[config.mk]
export PLATFORM = sky130hd
export DESIGN_NAME = decode_ctrl_pipe
export DESIGN_NICKNAME = d
export VERILOG_FILES = /design/src/rtl/decode_ctrl_pipe.sv
export SDC_FILE = /design/constraint.sdc
export NUM_CORES = 1
export LEC_CHECK = 0
export ABC_AREA = 1
export CORE_MARGIN = 2
export CORE_UTILIZATION = 36
export DETAILED_ROUTE_END_ITERATION = 16
export MAX_ROUTING_LAYER = met4
export SLEW_MARGIN = 5
export SYNTH_ARGS = -nofsm -noshare
export SYNTH_HDL_FRONTEND = slang
export SYNTH_SLANG_ARGS = --single-unit
[constraint.sdc]
create_clock -name clk -period 5.7 [get_ports clk]
set_input_delay 1.71 -clock clk [delete_from_list [all_inputs] [get_ports clk]]
set_output_delay 1.71 -clock clk [all_outputs]
set_load 0.05 [all_outputs]
[src/rtl/decode_ctrl_pipe.sv]
// decode_ctrl_pipe
//   Decodes the D-stage MIPS instruction into a control bundle and registers
//   it into the ID/EX boundary. It detects load-use hazards and inserts
//   LOAD_DELAY bubbles. It honours a downstream freeze and a taken
//   branch/jump flush. It tracks undefined instructions with a sticky flag
//   and a saturating counter.
//
// Ports
//   clk, rst_n          clock (rising edge), async active-low reset
//   instr_d, valid_d    D-stage instruction and its valid flag
//   freeze              downstream hold: E register, FSM and counters keep state
//   flush_e             taken branch/jump: squash the D-stage instruction
//   stall_fd            hold PC and IF/ID register
//   valid_e, *_e        registered control bundle for the E stage
//   illegal_e           E-stage instruction was undefined
//   ill_sticky, ill_cnt undefined-instruction flag and saturating count
//
// Handshake: there is no ready/valid back-pressure. valid_d qualifies
// instr_d. stall_fd tells the fetch side to present the same instruction
// again. freeze overrides everything and holds every register.
//
// ALU control code map:
//   add 0, addu 1, sub 2, subu 3, and 4, nor 5, or 6, xor 7, sll 8,
//   sllv 9, srl 10, srlv 11, sra 12, srav 13, slt 14, jr 15, addi 16,
//   addiu 17, andi 18, ori 19, xori 20, beq 21, bne 22, lw 23, sw 24,
//   j 25, jal 26
module decode_ctrl_pipe #(
    parameter int ALU_CTRL_W = 5,
    parameter int REG_ADDR_W = 5,
    parameter int LOAD_DELAY = 1,
    parameter int ILL_CNT_W  = 8
) (
    input  logic                  clk,
    input  logic                  rst_n,
    input  logic [31:0]           instr_d,
    input  logic                  valid_d,
    input  logic                  freeze,
    input  logic                  flush_e,
    output logic                  stall_fd,
    output logic                  valid_e,
    output logic                  reg_write_e,
    output logic                  mem_to_reg_e,
    output logic                  mem_write_e,
    output logic                  mem_read_e,
    output logic                  branch_e,
    output logic                  alu_src_e,
    output logic                  reg_dst_e,
    output logic                  sign_ext_e,
    output logic                  shamt_e,
    output logic                  r_type_e,
    output logic                  sw_e,
    output logic [2:0]            pc_sel_e,
    output logic [ALU_CTRL_W-1:0] alu_ctrl_e,
    output logic [REG_ADDR_W-1:0] rs_e,
    output logic [REG_ADDR_W-1:0] rt_e,
    output logic [REG_ADDR_W-1:0] rd_e,
    output logic                  illegal_e,
    output logic                  ill_sticky,
    output logic [ILL_CNT_W-1:0]  ill_cnt
);

    typedef struct packed {
        logic                  reg_write;
        logic                  mem_to_reg;
        logic                  mem_write;
        logic                  mem_read;
        logic                  branch;
        logic                  alu_src;
        logic                  reg_dst;
        logic                  sign_ext;
        logic                  shamt;
        logic                  r_type;
        logic                  sw;
        logic [2:0]            pc_sel;
        logic [ALU_CTRL_W-1:0] alu_ctrl;
        logic                  illegal;
    } ctrl_t;

    typedef enum logic [0:0] {ST_RUN, ST_STALL} state_t;

    state_t                r_state;
    state_t                w_state_nxt;
    logic [2:0]            r_cnt;
    logic [2:0]            w_cnt_nxt;
    ctrl_t                 r_e;
    ctrl_t                 w_dec;
    logic                  r_valid_e;
    logic [REG_ADDR_W-1:0] r_rs_e;
    logic [REG_ADDR_W-1:0] r_rt_e;
    logic [REG_ADDR_W-1:0] r_rd_e;
    logic                  r_ill_sticky;
    logic [ILL_CNT_W-1:0]  r_ill_cnt;

    logic [5:0]            w_op;
    logic [5:0]            w_funct;
    logic [REG_ADDR_W-1:0] w_rs_d;
    logic [REG_ADDR_W-1:0] w_rt_d;
    logic [REG_ADDR_W-1:0] w_rd_d;
    logic                  w_uses_rt;
    logic                  w_hazard;
    logic                  w_load_dec;
    logic                  w_unused;

    assign w_op     = instr_d[31:26];
    assign w_funct  = instr_d[5:0];
    assign w_rs_d   = REG_ADDR_W'(instr_d[25:21]);
    assign w_rt_d   = REG_ADDR_W'(instr_d[20:16]);
    assign w_rd_d   = REG_ADDR_W'(instr_d[15:11]);
    assign w_unused = ^instr_d[10:6];

    // Instruction decode
    always_comb begin
        w_dec = '0;
        case (w_op)
            6'h00: begin
                w_dec.reg_dst   = 1'b1;
                w_dec.r_type    = 1'b1;
                w_dec.reg_write = 1'b1;
                case (w_funct)
                    6'h20: w_dec.alu_ctrl = ALU_CTRL_W'(0);
                    6'h21: w_dec.alu_ctrl = ALU_CTRL_W'(1);
                    6'h22: w_dec.alu_ctrl = ALU_CTRL_W'(2);
                    6'h23: w_dec.alu_ctrl = ALU_CTRL_W'(3);
                    6'h24: w_dec.alu_ctrl = ALU_CTRL_W'(4);
                    6'h27: w_dec.alu_ctrl = ALU_CTRL_W'(5);
                    6'h25: w_dec.alu_ctrl = ALU_CTRL_W'(6);
                    6'h26: w_dec.alu_ctrl = ALU_CTRL_W'(7);
                    6'h00: begin w_dec.alu_ctrl = ALU_CTRL_W'(8);  w_dec.shamt = 1'b1; end
                    6'h04: w_dec.alu_ctrl = ALU_CTRL_W'(9);
                    6'h02: begin w_dec.alu_ctrl = ALU_CTRL_W'(10); w_dec.shamt = 1'b1; end
                    6'h06: w_dec.alu_ctrl = ALU_CTRL_W'(11);
                    6'h03: begin w_dec.alu_ctrl = ALU_CTRL_W'(12); w_dec.shamt = 1'b1; end
                    6'h07: w_dec.alu_ctrl = ALU_CTRL_W'(13);
                    6'h2A: w_dec.alu_ctrl = ALU_CTRL_W'(14);
                    6'h08: begin
                        // jr writes no register
                        w_dec.alu_ctrl  = ALU_CTRL_W'(15);
                        w_dec.reg_write = 1'b0;
                        w_dec.pc_sel    = 3'd3;
                    end
                    default: begin
                        w_dec         = '0;
                        w_dec.illegal = 1'b1;
                    end
                endcase
            end
            6'h08: begin w_dec.alu_ctrl = ALU_CTRL_W'(16); w_dec.reg_write = 1'b1; w_dec.alu_src = 1'b1; w_dec.sign_ext = 1'b1; end
            6'h09: begin w_dec.alu_ctrl = ALU_CTRL_W'(17); w_dec.reg_write = 1'b1; w_dec.alu_src = 1'b1; w_dec.sign_ext = 1'b1; end
            6'h0C: begin w_dec.alu_ctrl = ALU_CTRL_W'(18); w_dec.reg_write = 1'b1; w_dec.alu_src = 1'b1; end
            6'h0D: begin w_dec.alu_ctrl = ALU_CTRL_W'(19); w_dec.reg_write = 1'b1; w_dec.alu_src = 1'b1; end
            6'h0E: begin w_dec.alu_ctrl = ALU_CTRL_W'(20); w_dec.reg_write = 1'b1; w_dec.alu_src = 1'b1; end
            6'h04: begin w_dec.alu_ctrl = ALU_CTRL_W'(21); w_dec.branch = 1'b1; w_dec.sign_ext = 1'b1; w_dec.pc_sel = 3'd2; end
            6'h05: begin w_dec.alu_ctrl = ALU_CTRL_W'(22); w_dec.branch = 1'b1; w_dec.sign_ext = 1'b1; w_dec.pc_sel = 3'd2; end
            6'h23: begin
                w_dec.alu_ctrl   = ALU_CTRL_W'(23);
                w_dec.reg_write  = 1'b1;
                w_dec.mem_to_reg = 1'b1;
                w_dec.mem_read   = 1'b1;
                w_dec.alu_src    = 1'b1;
                w_dec.sign_ext   = 1'b1;
            end
            6'h2B: begin
                w_dec.alu_ctrl  = ALU_CTRL_W'(24);
                w_dec.mem_write = 1'b1;
                w_dec.alu_src   = 1'b1;
                w_dec.sign_ext  = 1'b1;
                w_dec.sw        = 1'b1;
            end
            6'h02: begin w_dec.alu_ctrl = ALU_CTRL_W'(25); w_dec.pc_sel = 3'd1; end
            6'h03: begin w_dec.alu_ctrl = ALU_CTRL_W'(26); w_dec.pc_sel = 3'd1; w_dec.reg_write = 1'b1; end
            default: w_dec.illegal = 1'b1;
        endcase
    end

    // Load-use hazard. Only instructions that read rt as a source (R-type,
    // beq/bne, sw) compare against rt. A bubble has all fields zero, so it
    // never matches.
    assign w_uses_rt = w_dec.r_type | w_dec.branch | w_dec.sw;
    assign w_hazard  = valid_d & r_valid_e & r_e.mem_read & (r_rt_e != '0) &
                       ((r_rt_e == w_rs_d) | (w_uses_rt & (r_rt_e == w_rt_d)));

    assign stall_fd = freeze | ((r_state == ST_RUN) & w_hazard) | (r_state == ST_STALL);

    // Next-state logic for the bubble FSM.
    always_comb begin
        w_state_nxt = r_state;
        w_cnt_nxt   = r_cnt;
        w_load_dec  = 1'b0;
        if (freeze) begin
            w_state_nxt = r_state;
        end else if (flush_e) begin
            w_state_nxt = ST_RUN;
            w_cnt_nxt   = '0;
        end else if (r_state == ST_STALL) begin
            if (r_cnt <= 3'd1) begin
                w_state_nxt = ST_RUN;
                w_cnt_nxt   = '0;
            end else begin
                w_cnt_nxt = r_cnt - 3'd1;
            end
        end else if (w_hazard) begin
            // The hazard cycle itself is the first bubble.
            if (LOAD_DELAY > 1) begin
                w_state_nxt = ST_STALL;
                w_cnt_nxt   = 3'(LOAD_DELAY - 1);
            end
        end else begin
            w_load_dec = valid_d;
        end
    end

    always_ff @(posedge clk or negedge rst_n) begin
        if (!rst_n) begin
            r_state <= ST_RUN;
            r_cnt   <= '0;
        end else begin
            r_state <= w_state_nxt;
            r_cnt   <= w_cnt_nxt;
        end
    end

    // ID/EX register and the undefined-instruction accounting.
    always_ff @(posedge clk or negedge rst_n) begin
        if (!rst_n) begin
            r_e          <= '0;
            r_valid_e    <= 1'b0;
            r_rs_e       <= '0;
            r_rt_e       <= '0;
            r_rd_e       <= '0;
            r_ill_sticky <= 1'b0;
            r_ill_cnt    <= '0;
        end else if (!freeze) begin
            if (w_load_dec) begin
                r_e       <= w_dec;
                r_valid_e <= 1'b1;
                r_rs_e    <= w_rs_d;
                r_rt_e    <= w_rt_d;
                r_rd_e    <= w_rd_d;
                if (w_dec.illegal) begin
                    r_ill_sticky <= 1'b1;
                    if (r_ill_cnt != '1) begin
                        r_ill_cnt <= r_ill_cnt + 1'b1;
                    end
                end
            end else begin
                r_e       <= '0;
                r_valid_e <= 1'b0;
                r_rs_e    <= '0;
                r_rt_e    <= '0;
                r_rd_e    <= '0;
            end
        end
    end

    assign valid_e      = r_valid_e;
    assign reg_write_e  = r_e.reg_write;
    assign mem_to_reg_e = r_e.mem_to_reg;
    assign mem_write_e  = r_e.mem_write;
    assign mem_read_e   = r_e.mem_read;
    assign branch_e     = r_e.branch;
    assign alu_src_e    = r_e.alu_src;
    assign reg_dst_e    = r_e.reg_dst;
    assign sign_ext_e   = r_e.sign_ext;
    assign shamt_e      = r_e.shamt;
    assign r_type_e     = r_e.r_type;
    assign sw_e         = r_e.sw;
    assign pc_sel_e     = r_e.pc_sel;
    assign alu_ctrl_e   = r_e.alu_ctrl;
    assign illegal_e    = r_e.illegal;
    assign rs_e         = r_rs_e;
    assign rt_e         = r_rt_e;
    assign rd_e         = r_rd_e;
    assign ill_sticky   = r_ill_sticky;
    assign ill_cnt      = r_ill_cnt;

endmodule
== Yosys cells after proc, flatten, opt, wreduce, memory -nomap -nowiden ==
Index checks and enable logic that the tools add are counted.

* Register bits: 49
* Output and inout bits: 46
* Word-level logic and storage cells: 118

* Add/sub/neg operators: 2
* Order comparisons: 1
* Eq/ne operators: 29
* Muxes and demuxes: 35
* Bitwise operators: 13
* Reductions and logical operators: 16

{| class="wikitable"
|+ Operator list
! cell !! number
|-
| == test 6 bit, second input constant || 11
|-
| one-hot mux 4 bit (15 select lines) || 1
|-
| one-hot mux 5 bit (12 select lines) || 1
|-
| == test 6 x 4 -> 1 bit, second input constant || 6
|-
| == test 6 x 3 -> 1 bit, second input constant || 5
|-
| == test 6 x 2 -> 1 bit, second input constant || 4
|-
| 2-to-1 mux 20 bit || 1
|-
| one-hot mux 1 bit (2 select lines) || 9
|-
| OR reduction 16 bit || 1
|-
| 2-to-1 mux 5 bit || 3
|-
| OR reduction 15 bit || 1
|-
| OR reduction 7 bit || 2
|-
| logical NOT 6 bit || 2
|-
| 2-to-1 mux 1 bit || 12
|-
| OR reduction 11 bit || 1
|-
| == test 5 bit || 2
|-
| 2-to-1 mux 3 bit || 3
|-
| one-hot mux 3 bit (3 select lines) || 1
|-
| adder 8 x 1 -> 8 bit, second input constant || 1
|-
| 2-to-1 mux 2 bit || 4
|-
| inequality test 8 bit, second input constant || 1
|-
| bitwise AND 1 bit || 6
|-
| OR reduction 6 bit || 1
|-
| bitwise OR 1 bit || 5
|-
| 10 further kinds || 12
|}

== Logic depth before layout (Yosys ltp) ==
Gate-level depths: netlist of the first run.

* Depth after elaboration: 14
* Depth in mapped cells: 14

== Worst setup path before layout of the first run ==
Ideal clock, no wire load.

* Path type: input port to output port
* Start: input instr_d[5]
* End: output stall_fd
* Arrival time: 2.991 ns
* Setup slack: 0.999 ns
* Stages: 11
* Cell sequence: nor2_2 -> nand3_1 -> nand2_1 -> nor2_2 -> nand3_1 -> nand2_2 -> nand2_1 -> nand2_1 -> nand2_2 -> nand2_4 -> nand3_1

* Word-level cells in the longest chain between the ends: 12
* Elaborated cells between the ends (all ways): 27

{| class="wikitable"
|+ Ends and longest elaborated chain
! item !! line !! RTL
|-
| start, declared || 35 || <nowiki>input logic [31:0] instr_d,</nowiki>
|-
| == test 6 x 2 -> 1 bit (tied with other cells) || 119 || <nowiki>case (w_funct)</nowiki>
|-
| OR reduction 16 bit (no line) * || -- ||
|-
| 2-to-1 mux 2 bit * || 119 ||
|-
| 2-to-1 mux 2 bit * || 114 || <nowiki>case (w_op)</nowiki>
|-
| bitwise OR 1 bit * (2 in series) || 178 || <nowiki>assign w_uses_rt = w_dec.r_type | w_dec.branch | w_dec.sw;</nowiki>
|-
| bitwise AND 1 bit * || 180 || <nowiki>((r_rt_e == w_rs_d) | (w_uses_rt & (r_rt_e == w_rt_d)));</nowiki>
|-
| bitwise OR 1 bit * || 180 ||
|-
| bitwise AND 1 bit * || 179 || <nowiki>assign w_hazard = valid_d & r_valid_e & r_e.mem_read & (r_rt_e != '0) &</nowiki>
|-
| bitwise AND 1 bit * || 182 || <nowiki>assign stall_fd = freeze | ((r_state == ST_RUN) & w_hazard) | (r_state == ST_STALL);</nowiki>
|-
| bitwise OR 1 bit * (2 in series) || 182 ||
|-
| end, declared || 39 || <nowiki>output logic stall_fd,</nowiki>
|}

Mark *: on every way between the ends. The rest lies on a longest branch, timed or not.

== Worst setup path after layout of the first run ==
* Start: input instr_d[29]
* End: output stall_fd

* Word-level cells in the longest chain between the ends: 11
* Elaborated cells between the ends (all ways): 16

{| class="wikitable"
|+ Ends and longest elaborated chain
! item !! line
|-
| == test 6 x 3 -> 1 bit || 114
|-
| OR reduction 2 bit (no line) || --
|-
| one-hot mux 1 bit (2 select lines) || 114
|-
| bitwise OR 1 bit || 178
|-
| bitwise OR 1 bit * || 178
|-
| bitwise AND 1 bit * || 180
|-
| bitwise OR 1 bit * || 180
|-
| bitwise AND 1 bit * || 179
|-
| bitwise AND 1 bit * || 182
|-
| bitwise OR 1 bit * (2 in series) || 182
|}

Marked as above.

==> results of run 1 <==
## placed cells by master (no fill, tap or decap), types with 2 or more instances in the layout
cell type and n:
a21oi_1 4, inv_2 4, dfrtp_1 45, nor3_2 2, o31ai_1 2, nand2_2 4, o21ai_2 6, nor2_2 7
nor3_1 2, o22ai_1 2, nand4_1 12, nand3_2 3, inv_1 32, buf_4 2, o21ai_0 13, xnor2_1 5
ha_1 3, clkbuf_8 5, nand3_1 18, nand2_4 2, xor2_1 8, nor2_1 21, a31oi_1 2, o22ai_2 2
clkinv_2 2, nand2_1 114, clkdlybuf4s50_1 74
## flip-flops by register name (all words and copies together), names as in the netlist, 2 cells and up
signal / count
rs_e: 5
rd_e: 5
ill_cnt: 8
alu_ctrl_e: 5
rt_e: 5
pc_sel_e: 2
r_cnt: 3
## cells by family (layout without fill, tap and decap cells)
| kind of cell | count (synthesis) | count (layout) | share of synthesized area |
|---|---|---|---|
| and+or+nand+nor | 190 | 190 | 0.3311 |
| buffers and inverters | 47 | 122 | 0.08538 |
| DFF | 45 | 45 | 0.4245 |
| AOI/OAI and AO/OA | 38 | 38 | 0.1005 |
| xor gates and xnor gates | 13 | 13 | 0.04292 |
| adders and majority gates | 3 | 3 | 0.01415 |
| other | 1 | 1 | 0.001414 |
## worst reg2reg max path: stages (launching register included)
cell and delay (ps):
dfrtp_1 450, nor3_1 260, nand3_1 120, nand4_1 90, inv_1 100, a21oi_4 540, nand4_1 150, nand2_1 100
## per-layer routing
layer | wire (um) | part of all wire | track usage
met1 | 2893 | 0.45 | 0.2089
met2 | 3117 | 0.48 | 0.2866
met3 | 342 | 0.053 | 0.03521
met4 | 76 | 0.012 | 0.04744
met5 | 0 | 0 | -
## cell type report
cell class,count,area (sq um)
Sequential cell,45,1126
Clock buffer,6,72.57
Fill cell,717,3627
Clock inverter,2,10.01
Inverter,36,135.1
Multi-Input combinational cell,245,1300
Timing Repair Buffer,78,780.7
Tap cell,99,123.9
## power groups by stage
stage	clock [mW]	sequential [mW]	combinational (mW)
6_report	0.190	0.380	0.272
5_1_grt	0.209	0.384	0.297
4_1_cts	0.198	0.380	0.276
3_5_place_dp	0	0.386	0.275
3_3_place_gp	0	0.385	0.269
2_1_floorplan	0	0.454	0.106
## worst min path at each step
stage,to,cells after the start
floorplan,r_state,2
global placement,ill_sticky,2
detailed placement,ill_sticky,2
CTS,ill_sticky,2
global route,rd_e[3],2
finish,ill_sticky,2
## through the flow
step,power (mW),hold slack [ps],worst slack (ps),std cells,cell area [sq um]
after detailed placement,0.6611,462.6,355.9,503,3466
after CTS,0.8539,483.9,349.3,511,3548
after floorplan,0.5594,491.7,999.0,337,2653
after global placement,0.6541,450.9,375.0,503,3466
after global routing,0.8910,506.1,137.4,511,3548
final,0.8424,478.0,372.6,511,3548
==> out/qor.yml, run 1 <==
r2r_slack_ps: 3840
critPathTopFamily: "simple AND/OR/NAND/NOR gates"
critPathLaunch: "instr_d[29]"
cts_tree: "yes"
min_path_type: "reg2reg"
area_growth_pct: 33.77
worstSetupPathType: "in2out"
setup_viol: 0
r2r-end: "ill_cnt[6]"
worstPathCellList: "clkdlybuf4s50_1 > inv_2 > nand2_1 > inv_2 > nand2_1 > nor2_1 > nand2_2 > nand2_1 > nand2_1 > nand2_2 > nand2_4 > nand3_1 > buf_12"
ys_types: 40
io_buffers: 76
die_h_um: 89.84
clock_latency_ps: 290
maxCapViolCount: 0
hpwl_um: 4748
crit_buf_inv: 4
worstReg2RegStart: "rt_e[2]"
synth_top_area_cell: "dfrtp_1"
hold_buffers: 0
yosysWarnings: 0
ys_async_sr_fraction: 1.000
finalMaxSlewViolations: 0
synth_top_area_frac: 0.4245
wire_per_inst_um: 12.58
ios: 83
syn_inst: 337
dieArea_sq_mm: 0.008071
finalCriticalPeriod_ps: 5327
grt_pass1_vias: 2407
synth-edff-count: 0
clock-sinks: 45
fin_skew_ps: 4.376
synthTopCellsByArea: "dfrtp_1 (42%), nand2_1 (16%), inv_1 (4.5%)"
critPathMostFrequentCell: "nand2_1"
drt.antenna.violating_nets: 0
cp_max_fo: 6
numCtsBuffers: 5
share_comb_of_total_power: 0.323
fp-row-count: 31
worstMarginPinSlew_ps: 997.7
grt_antenna_before_repair: 0
switching_share: 0.3644
grt_pass1_wl_um: 11030
initial_utilization: 0.3697
hold_violations: 0
cts_buffer_depth: 2
drcViolationCount: 0
end_kind: "primary output"
cts_resized: 0
htree_levels: 2
root_buffer: "clkbuf_8"
ff2ff_path_depth: 7
cts.reportedPaths.clkPinSlew_ps: 80
seqPwrFrac: 0.451
gp_congestion: 0.9132
die_w_um: 89.84
syn_area_per_cell_sq_um: 7.871
fin_util: 0.4945
yosysMostFrequentCell: "nand2_1"
synth-seq-cells: 45
grt_start_max_net_pins: 46
worstSetupStartpointType: "input pin"
grtUsageTotal: 0.1702
grt_remaining_overflow: 0
status: "finished clean"
synth_area_sq_mm: 0.002653
pwr-share-clk: 0.226
final_nets: 451
cts_setup_buffers: 0
setup-tns-final_ps: 0
synth_fp_nets: 377
core_sq_mm: 0.007176
max_stage_delay_ps: 500
synth_common_cells: "nand2_1 (114), dfrtp_1 (45), inv_1 (32)"
rsz0062_at_grt: "false"
crit_cells: 13
leakage_nw: 1.730
worstHoldStart: "ill_sticky"
p_per_area_mw_per_mm2: 237.4
ys_seq_area_frac: 0.4245
cp_slowest_cell: "clkdlybuf4s50_1"
viasPerCell: 4.791
firstDrtPassIters: 4
crit_required_ps: 3990
endpoint: "stall_fd"
fin_crit_sh: 0.9346
drt-initial-drc-count: 94
intPower_mw: 0.5354
p_switching_mw: 0.3070
diodes: 0
ir_drop_uv: 99.69
dr_total_vias: 2448
synth_ff_type: "dfrtp_1"
max_freq_mhz: 187.7
layout-drive-gt1-share: 0.1092
routed_wirelength_um: 6430
slew_headroom: 0.3349
arrival_ps: 3620
(Power assumes the default switching activity.)
==> run 2: changes to the inputs <==
SLEW_MARGIN = 30   (was 5)
TNS_END_PERCENT = 1   (was default)
clock period = 5 ns   (was 5.7 ns; I/O delays follow)
==> run 2 against run 1 <==
Against the previous run: core utilization up 0.61 points; sequential share of layout area down 0.39 points; largest power group unchanged; critical path type unchanged; highest routed layer unchanged; clock power up 17%; die area unchanged; worst hold slack better by 2.5 ps; largest cell class unchanged.
==> out/qor.yml, run 2 (synthesis gave the netlist of run 1 again) <==
p_per_area_mw_per_mm2: 269.5  # was 237.4 mW/mm^2
numCtsBuffers: 5  # unchanged
drcViolationCount: 0  # unchanged
cts_buffer_depth: 2  # unchanged
fillers: 703  # was 717
grt_pass1_vias: 2377  # was 2407
hpwl_um: 4892  # was 4748 um
maxCapViolCount: 0  # unchanged
drt-initial-drc-count: 117  # was 94
drt.antenna.violating_nets: 0  # unchanged
diodes: 0  # unchanged
die_w_um: 89.84  # unchanged
grt_remaining_overflow: 0  # unchanged
grt_antenna_before_repair: 0  # unchanged
dieArea_sq_mm: 0.008071  # unchanged
fin_crit_sh: 0.9662
grtUsageTotal: 0.1743  # was 0.1702
hold_violations: 0  # unchanged
fin_skew_ps: 5.983  # was 4.376 ps
worstPathCellList: "clkdlybuf4s50_1 > nor2_4 > nand3_1 > nand2_1 > nor2_2 > nand3_1 > nand2_2 > nand2_1 > nand2_1 > nand2_2 > nand2_4 > nand3_1 > buf_12"  # was clkdlybuf4s50_1 > inv_2 > nand2_1 > inv_2 > nand2_1 > nor2_1 > nand2_2 > nand2_1 > nand2_1 > nand2_2 > nand2_4 > nand3_1 > buf_12
fin_cells: 513  # was 511
core_sq_mm: 0.007176  # unchanged
max_stage_delay_ps: 570  # was 500 ps
layout_common_cells: "nand2_1 (114), clkdlybuf4s50_1 (74), dfrtp_1 (45), inv_1 (32), nor2_1 (20)"  # was nand2_1 (114), clkdlybuf4s50_1 (74), dfrtp_1 (45), inv_1 (32), nor2_1 (21)
layout-drive-gt1-share: 0.1208  # was 0.1092
finalCriticalPeriod_ps: 4831
finalPower_mw: 0.9680  # was 0.8424 mW
io_buffers: 76  # unchanged
placed_cells: 505  # was 503
leakage_nw: 1.743  # was 1.730 nW
root_buffer: "clkbuf_8"  # unchanged
worstSetupPathType: "in2out"  # unchanged
final_common_cell: "nand2_1"  # unchanged
firstDrtPassIters: 4  # unchanged
end_kind: "primary output"  # unchanged
routed_wirelength_um: 6629  # was 6430 um
rsz0062_at_grt: "false"  # unchanged
max_freq_mhz: 207.0
viasPerCell: 4.795  # was 4.791
ir_drop_uv: 117.3  # was 99.69 uV
worstMarginPinSlew_ps: 607.6  # was 997.7 ps
grt_start_max_net_pins: 46  # unchanged
dr_total_vias: 2460  # was 2448
cts.reportedPaths.clkPinSlew_ps: 90  # was 80 ps
wire_per_inst_um: 12.92  # was 12.58 um
slew_headroom: 0.5940  # was 0.3349
area_growth_pct: 35.42  # was 33.77%
finalMaxSlewViolations: 0  # unchanged
ios: 83  # unchanged
clock_latency_ps: 300  # was 290 ps
grt_pass1_wl_um: 11280  # was 11030 um
setup_viol: 0  # unchanged
cts_tree: "yes"  # unchanged
htree_levels: 2  # unchanged
gp_congestion: 0.8857  # was 0.9132
cts_setup_buffers: 0  # unchanged
crit_required_ps: 3500  # was 3990 ps
cp_max_fo: 6  # unchanged
final_nets: 453  # was 451
largest_reg_flops: 8  # unchanged
status: "finished clean"  # unchanged
cp_slowest_cell: "clkdlybuf4s50_1"  # unchanged
min_path_type: "reg2reg"  # unchanged
setup-tns-final_ps: 0  # unchanged
worstSetupStartpointType: "input pin"  # unchanged
initial_utilization: 0.3697  # unchanged
fp-row-count: 31  # unchanged
die_h_um: 89.84  # unchanged
arrival_ps: 3330  # was 3620 ps
clock-sinks: 45  # unchanged
==> run 2: timing repair <==
action,CTS,global route
gates resized for setup,0,5
endpoints found under the setup margin,0,1
hold endpoints to repair,0,0
hold buffers,0,0
==> run 2: per-layer routing <==
layer / share of wire / vias up / global-route usage
li1: - / 1231 / -
met4: 0.010 / 0 / 0.03846
met3: 0.053 / 5 / 0.03772
met1: 0.46 / 1160 / 0.2188
met5: 0 / - / -
met2: 0.48 / 64 / 0.2917
==> run 2: layout make-up <==
cell class | instances | area, sq um | share of cell area
Clock buffer | 5 | 68.82 | 0.01916
Tap cell | 99 | 123.9 | 0.03448
Inverter | 36 | 135.1 | 0.03762
Multi-Input combinational cell | 245 | 1323 | 0.3682
Timing Repair Buffer | 80 | 798.3 | 0.2222
Sequential cell | 45 | 1126 | 0.3135
Clock inverter | 3 | 17.52 | 0.004876
==> run 2: path summary, 6_finish.rpt <==
check	start	end	slack, ps	cells after the start
worst max-delay path	instr_d[4]	stall_fd	170	13
worst min-delay path	ill_sticky	ill_sticky	480	2
worst max register to register	rt_e[2]	ill_cnt[6]	3180	7
worst min register to register	ill_sticky	ill_sticky	480	2
max in group asynchronous	rst_n	rs_e[1]	3410	1
min in group asynchronous	rst_n	rd_e[2]	1190	1
==> run 2: power by group <==
part / internal (mW) / total, mW / switching [mW] / leakage, nW
Clock: 0.0966 / 0.222 / 0.126 / 0.0439
Sequential: 0.398 / 0.433 / 0.0350 / 0.607
Combinational: 0.117 / 0.313 / 0.196 / 1.09
Total: 0.611 / 0.968 / 0.357 / 1.74
==> run 2: critical path: cells and delay by family <==
kind | cells | cell delay (ps)
buffers and inverters | 2 | 760
and+or+nand+nor | 11 | 1060
==> run 2: through the flow <==
step / setup WS, ps / instance area [sq um] / hold WS (ps) / util
after floorplan: 719.0 / 2653 / 491.7 / -
after global placement: 135.0 / 3481 / 451.0 / 0.4851
after detailed placement: 113.7 / 3483 / 462.9 / 0.4854
after CTS: 105.8 / 3570 / 483.2 / 0.4975
after global routing: 8.265 / 3592 / 509.0 / 0.5006
final: 169.0 / 3592 / 480.5 / 0.5006
